**src/rtl/serial_adder.sv**
```systemverilog
// ---------------------------------------------------------------------------
// serial_adder
//
// Purpose:
//   Bit-serial adder. Two WIDTH-bit operands are captured on a start pulse
//   and added LSB-first, one bit per clock, through a one-bit full-adder
//   slice built from two Half_Adder cells and an OR gate. The carry is held
//   in a register between bits. On the last bit the assembled sum and the
//   final carry are registered and a one-cycle done pulse is raised.
//
// Optional feature (macro SERIAL_ADDER_SUB_EN):
//   Adds input Sub. With Sub=1 the B operand is loaded inverted and the
//   carry register is seeded with 1, giving Sum = A - B mod 2^WIDTH and
//   Cout = 1 when no borrow occurred (A >= B unsigned).
//
// Ports:
//   clk    in   1      rising-edge clock
//   rst_n  in   1      synchronous active-low reset
//   start  in   1      request, sampled only in IDLE
//   A      in   WIDTH  operand A, sampled on accepted start
//   B      in   WIDTH  operand B, sampled on accepted start
//   Cin    in   1      carry-in, sampled on accepted start
//   Sub    in   1      subtract select (only with SERIAL_ADDER_SUB_EN)
//   busy   out  1      high while bits are being processed
//   done   out  1      one-cycle pulse, Sum/Cout just updated
//   Sum    out  WIDTH  registered result, held until next done
//   Cout   out  1      registered final carry, held until next done
// ---------------------------------------------------------------------------

module Half_Adder (
    input  logic a,
    input  logic b,
    output logic s,
    output logic c
);
    assign s = a ^ b;
    assign c = a & b;
endmodule

module serial_adder #(
    parameter int WIDTH = 8
) (
    input  logic             clk,
    input  logic             rst_n,
    input  logic             start,
    input  logic [WIDTH-1:0] A,
    input  logic [WIDTH-1:0] B,
    input  logic             Cin,
`ifdef SERIAL_ADDER_SUB_EN
    input  logic             Sub,
`endif
    output logic             busy,
    output logic             done,
    output logic [WIDTH-1:0] Sum,
    output logic             Cout
);

    localparam int CNT_W = $clog2(WIDTH + 1);

    typedef enum logic [1:0] {
        IDLE  = 2'd0,
        SHIFT = 2'd1,
        DONE  = 2'd2
    } state_t;

    state_t state, state_next;

    logic [WIDTH-1:0] a_sr;
    logic [WIDTH-1:0] b_sr;
    logic [WIDTH-1:0] s_sr;
    logic             c;
    logic [CNT_W-1:0] cnt;

    // Full-adder slice: first cell adds the operand bits, second folds in
    // the carry; a carry can come from either cell but never both.
    logic p, g0, g1, s_bit, c_next;

    Half_Adder ha_op (
        .a (a_sr[0]),
        .b (b_sr[0]),
        .s (p),
        .c (g0)
    );

    Half_Adder ha_cy (
        .a (p),
        .b (c),
        .s (s_bit),
        .c (g1)
    );

    assign c_next = g0 | g1;

    logic last_bit;
    assign last_bit = (cnt == CNT_W'(WIDTH - 1));

    // New sum bit enters at the MSB; after WIDTH bits the LSB has arrived
    // at position 0. Written this way so WIDTH=1 needs no special case.
    logic [WIDTH-1:0] s_shifted;
    always_comb begin
        s_shifted            = s_sr >> 1;
        s_shifted[WIDTH-1]   = s_bit;
    end

    // Operand load values (subtract = add inverted B with carry-in 1).
    logic [WIDTH-1:0] b_load;
    logic             c_load;
`ifdef SERIAL_ADDER_SUB_EN
    assign b_load = Sub ? ~B : B;
    assign c_load = Sub ? 1'b1 : Cin;
`else
    assign b_load = B;
    assign c_load = Cin;
`endif

    always_ff @(posedge clk) begin
        if (!rst_n) begin
            state <= IDLE;
        end else begin
            state <= state_next;
        end
    end

    always_comb begin
        state_next = state;
        case (state)
            IDLE:    if (start) state_next = SHIFT;
            SHIFT:   if (last_bit) state_next = DONE;
            DONE:    state_next = IDLE;
            default: state_next = IDLE;
        endcase
    end

    assign busy = (state == SHIFT);
    assign done = (state == DONE);

    always_ff @(posedge clk) begin
        if (!rst_n) begin
            a_sr <= '0;
            b_sr <= '0;
            s_sr <= '0;
            c    <= 1'b0;
            cnt  <= '0;
            Sum  <= '0;
            Cout <= 1'b0;
        end else begin
            case (state)
                IDLE: begin
                    if (start) begin
                        a_sr <= A;
                        b_sr <= b_load;
                        c    <= c_load;
                        cnt  <= '0;
                    end
                end
                SHIFT: begin
                    a_sr <= a_sr >> 1;
                    b_sr <= b_sr >> 1;
                    s_sr <= s_shifted;
                    c    <= c_next;
                    cnt  <= cnt + CNT_W'(1);
                    if (last_bit) begin
                        Sum  <= s_shifted;
                        Cout <= c_next;
                    end
                end
                default: begin
                end
            endcase
        end
    end

endmodule

```
**config.mk**
```make
export PLATFORM = sky130hd
export DESIGN_NAME = serial_adder
export DESIGN_NICKNAME = d
export VERILOG_FILES = /design/src/rtl/serial_adder.sv
export SDC_FILE = /design/constraint.sdc
export NUM_CORES = 1
export LEC_CHECK = 0
export CAP_MARGIN = 20
export CORE_UTILIZATION = 54
export DETAILED_ROUTE_END_ITERATION = 10
export PLACE_DENSITY = 0.83
export SYNTH_ARGS = -nofsm -noshare
export SYNTH_HDL_FRONTEND = slang
export SYNTH_SLANG_ARGS = --single-unit
```
**constraint.sdc**
```tcl
create_clock -name clk -period 1.9 [get_ports clk]
set_clock_uncertainty 0.05 [all_clocks]
set_input_delay 0.38 -clock clk [delete_from_list [all_inputs] [get_ports clk]]
set_output_delay 0.38 -clock clk [all_outputs]
set_load 0.005 [all_outputs]
```
-- After elaboration in Yosys (flattened, before gate mapping)
Index checks and enable logic that the tools add are counted.
- input port bits: 20
- output and inout bits: 11
- bits in registers: 40
- logic and storage cells: 35
- reductions and logical operators: 5
- add/sub/neg operators: 1
- equal/unequal tests: 5
- multiplexer cells: 11
- bitwise logic cells: 5
- operators with widths (cell ; number):
    8-bit one-hot mux with 2 select lines ; 2
    8-bit two-way mux ; 2
    4-bit one-hot mux with 2 select lines ; 1
    2-bit AND reduction ; 3
    4-bit by 1-bit adder with 4-bit output (second input constant) ; 1
    4-bit by 3-bit == test with 1-bit output (second input constant) ; 1
    2-bit two-way mux ; 2
    4-bit two-way mux ; 1
    2-bit one-hot mux with 2 select lines ; 1
    1-bit bitwise AND ; 2
    2-bit by 1-bit == test with 1-bit output (second input constant) ; 1
    2-bit == test (second input constant) ; 1
    2-bit logical NOT ; 1
    2-bit by 1-bit inequality test with 1-bit output (second input constant) ; 1
    2-bit inequality test (second input constant) ; 1
    1-bit one-hot mux with 2 select lines ; 1
    2-bit nonzero test ; 1
    1-bit bitwise XOR ; 2
    1-bit two-way mux ; 1
    1-bit OR ; 1

-- Longest topological paths before layout
- depth in word-level cells: 4
- mapped depth: 6
- mapped depth without buffers: 4

-- Modules after synthesis
From an unflattened synthesis, not the netlist that was laid out.
- cells, all modules: 192
- area total of the unflattened synthesis: 1637.8 sq um
- by module, submodules not included (module ; cells each ; area an instance (sq um) ; sequential area each (sq um) ; instances):
    serial_adder ; 190 ; 1612.8 ; 780.7 ; 1
    Half_Adder ; 1 ; 12.5 ; 0.0 ; 2

-- Worst setup path before layout
Ideal clock, no wire load.
- path kind: reg2reg
- start point: reg cnt[0]
- end point: reg Cout
- data arrival time: 1166 ps
- setup slack: 612 ps
- data required time: 1778 ps
- cell stages (with the launch flop): 5
- buffers on the path: 0
- cell sequence: dfxtp_1 -> ha_1 -> nand4b_1 -> nor2_4 -> mux2i_1
- word-level cells in the longest chain between the ends: 2
- ends and longest elaborated chain (what ; RTL line ; source):
    start, declared ; 72 ; logic [CNT_W-1:0] cnt;
    start signal, assigned ; 161 ; cnt <= cnt + CNT_W'(1);
    4-bit by 3-bit == test with 1-bit output ; 95 ; assign last_bit = (cnt == CNT_W'(WIDTH - 1));
    2-bit AND reduction (no line) ; - ;
    end signal, assigned ; 164 ; Cout <= c_next;
    end, declared ; 55 ; output logic Cout
Every way passes these cells.
A chain may end at the register's enable or synchronous reset.

-- Worst setup path in the final report
- start point: reg state[1]
- end point: out busy
- word-level cells in the longest chain between the ends: 1
- ends and longest elaborated chain (what ; RTL line ; source):
    start, declared ; 66 ; state_t state, state_next;
    start signal, assigned ; 120 ; state <= state_next;
    2-bit by 1-bit == test with 1-bit output ; 134 ; assign busy = (state == SHIFT);
    end, declared ; 52 ; output logic busy,
Every way passes these cells.

==> results.ini <==
[clock_tree]
cts_sinks=39
cts_tree=done
cts_resized=2
clk_latency_ps=340
cts_root_buf=clkbuf_4
htree_levels=2
cts_buffer_depth=2
clkSlewWorstSetupHoldPaths_ps=110
cts_made_buffers=5
cts_setup_buffers=0
holdBufCountCts=0

[global_routing]
gr-usage-all-layers=0.218
grt_pass1_vias=1286
grt_pass1_wl_um=5350
grt_max_degree=43
antenna_found_initial=0
overflow=0

[outcome]
status=completed

[yosys]
yosys.cell_types.count=32
synth_xor_xnor_area_share=0
synth_top_family_by_area=compound AO/OA/AOI/OAI gates
ys_ff_latch=39
syn-num-nets=209
synth_mux_area_frac=0.0561
yosys_warnings=0
syn-cell-area_um2=1610
postSynthAreaPerCell_um2=8.59
synth-compound-area-share=0.217
synth_seq_area_share=0.486
synth-simple-area-share=0.167
synthAdderAreaFrac=0.0202
syn_inst=187

[finish]
nets=239
n_antenna_cell=0
multi_input_area_um2=747
fill_cells=246
layout-drive-gt1-share=0.0826
seqCellArea_um2=783
areaGrowthSynthToFinish_pct=24.1

[sta]
hold_viol=0
fin_crit_sh=0.962
final_max_slew_viol_count=0
relSlewSlack=0.746
period_minus_slack_ps=1830
tns_ps=0
setup_viol=0
hold_ws_ps=412
fmax_ghz=0.547
rsz0062_at_grt=no
worstMarginPinSlew_ps=380

[route]
final_antenna_net_count=0
first_pass_iters=4
vias=1394
drt_wl_total_um=3120
viasPerCell=5.60
drt_iter0_markers=56
wire_per_inst_um=12.5
drc=0

[critical_path]
arrival_ps=1400
crit_path_end_kind=output port
reg2reg_setup_slack_ps=400
cp.required_ps=1470
r2r_start=cnt[0]
critPathLaunchType=flip-flop
cp-startpoint=state[1]
cp_max_fo=6
timing.rr.end=Sum[3]
crit_path_end=busy
crit_type=flip-flop to output port
rr_worst_depth=4

[floorplanning]
num_rows=19
dieArea_um2=3200
coreArea_um2=2780
die_h_um=56.5
fp.dieW_um=56.5
initial_core_util=0.578
io_pins=31

[job]
cap_viol_max_count=0

[power]
ir_drop_uv=736
p_leak_uw=0.000735
power_per_cell_area_nw_per_um2=768

[placed_design]
port_buffers=30
place_hpwl_um=2060
gp_congestion=0.702

[min_path]
hold_path_class=flip-flop to flip-flop

cell type report:
| type | instances | area share |
|---|---|---|
| Inverter | 2 | 0.00628 |
| Clock buffer | 8 | 0.0345 |
| Timing Repair Buffer | 34 | 0.172 |
| Multi-Input combinational cell | 135 | 0.375 |
| Tap cell | 31 | 0.0195 |
| Sequential cell | 39 | 0.393 |
critical path, stage by stage (launching register included):
cell	delay, ps
dfxtp_2	370
nand2b_4	160
inv_6	50
clkdlybuf4s50_1	480
registers in the layout, indices dropped and copies added (netlist names):
signal,count
Cout,1
Sum,8
a_sr,8
b_sr,8
c,1
cnt,4
s_sr,7
state,2
metal layers:
metal,routed length [µm],up-vias,track usage
met5,0,-,0
li1,-,699,-
met2,1530,47,0.360
met1,1360,637,0.253
met3,183,11,0.0806
met4,60,0,0.0941
synth_stat cells, drive strengths merged:
cell,number,area [µm²]
o21ai,15,75.1
nand2,48,180
a22oi,3,22.5
nand4b,1,8.76
o21ba,1,10.0
nor2,5,26.3
dfxtp,39,781
mux2i,9,90.1
clkbuf,5,20.0
nor2b,1,6.26
a211oi,1,7.51
nor3,1,5.00
nand3,2,10.0
a21oi,32,160
o21bai,1,11.3
nor3b,1,7.51
and3,1,6.26
fa,1,20.0
ha,1,12.5
a21boi,6,45.0
and2,1,6.26
inv,2,12.5
a31oi,1,6.26
or3,1,6.26
nand2b,1,6.26
buf,6,53.8
o211a,1,10.0
worst min-delay path by stage:
stage / startpoint / endpoint / slack [ps] / depth (start not counted)
floorplan: s_sr[1] / Sum[0] / 390 / 2
global placement: Sum[2] / Sum[2] / 390 / 2
detailed placement: Sum[5] / Sum[5] / 400 / 2
CTS: Sum[5] / Sum[5] / 420 / 2
global route: Sum[4] / Sum[4] / 440 / 2
finish: Sum[5] / Sum[5] / 410 / 2
cells in the final DEF (no fill, tap or decap):
cell and instances:
a31oi_1 1, a21boi_0 6, fa_1 1, nor2b_1 1, inv_1 1, mux2i_1 9
nor3b_1 1, nand2b_4 1, clkdlybuf4s50_1 30, a21oi_1 32, nand3_1 2, nor2_4 1
a211oi_1 1, nand2_1 48, and2_1 1, o21bai_2 1, o21ai_0 15, o21ba_2 1
nor2_1 4, clkbuf_4 5, ha_1 1, nor3_1 1, dfxtp_2 2, buf_12 1
a22oi_1 3, clkbuf_8 2, inv_6 1, dfxtp_1 37, buf_4 3, nand4b_1 1
or3_1 1, clkbuf_1 1, o211a_1 1, and3_1 1
power breakdown:
group	switching, µW	total [µW]	internal (µW)
Sequential	23.6	878	855
Clock	252	470	218
Combinational	94.0	183	88.6
Total	370	1530	1160
kinds of logic (layout without fill, tap and decap cells):
| logic type | after synthesis | in the layout |
|---|---|---|
| muxes | 9 | 9 |
| adders and majority gates | 2 | 2 |
| DFF | 39 | 39 |
| buffers and inverters | 13 | 44 |
| AOI/OAI and AO/OA | 61 | 61 |
| and+or+nand+nor | 63 | 63 |
through the flow:
stage | worst slack (ps) | instance area, µm² | util | power, µW | std cells
after floorplan | 612 | 1610 | - | 1010 | 187
after global placement | 270 | 1910 | 0.688 | 1070 | 241
after detailed placement | 260 | 1910 | 0.688 | 1080 | 241
after CTS | 9.66 | 1990 | 0.716 | 1540 | 249
after global routing | 9.52 | 1990 | 0.717 | 1610 | 249
final | 71.9 | 1990 | 0.717 | 1530 | 249
(Power assumes the default switching activity.)
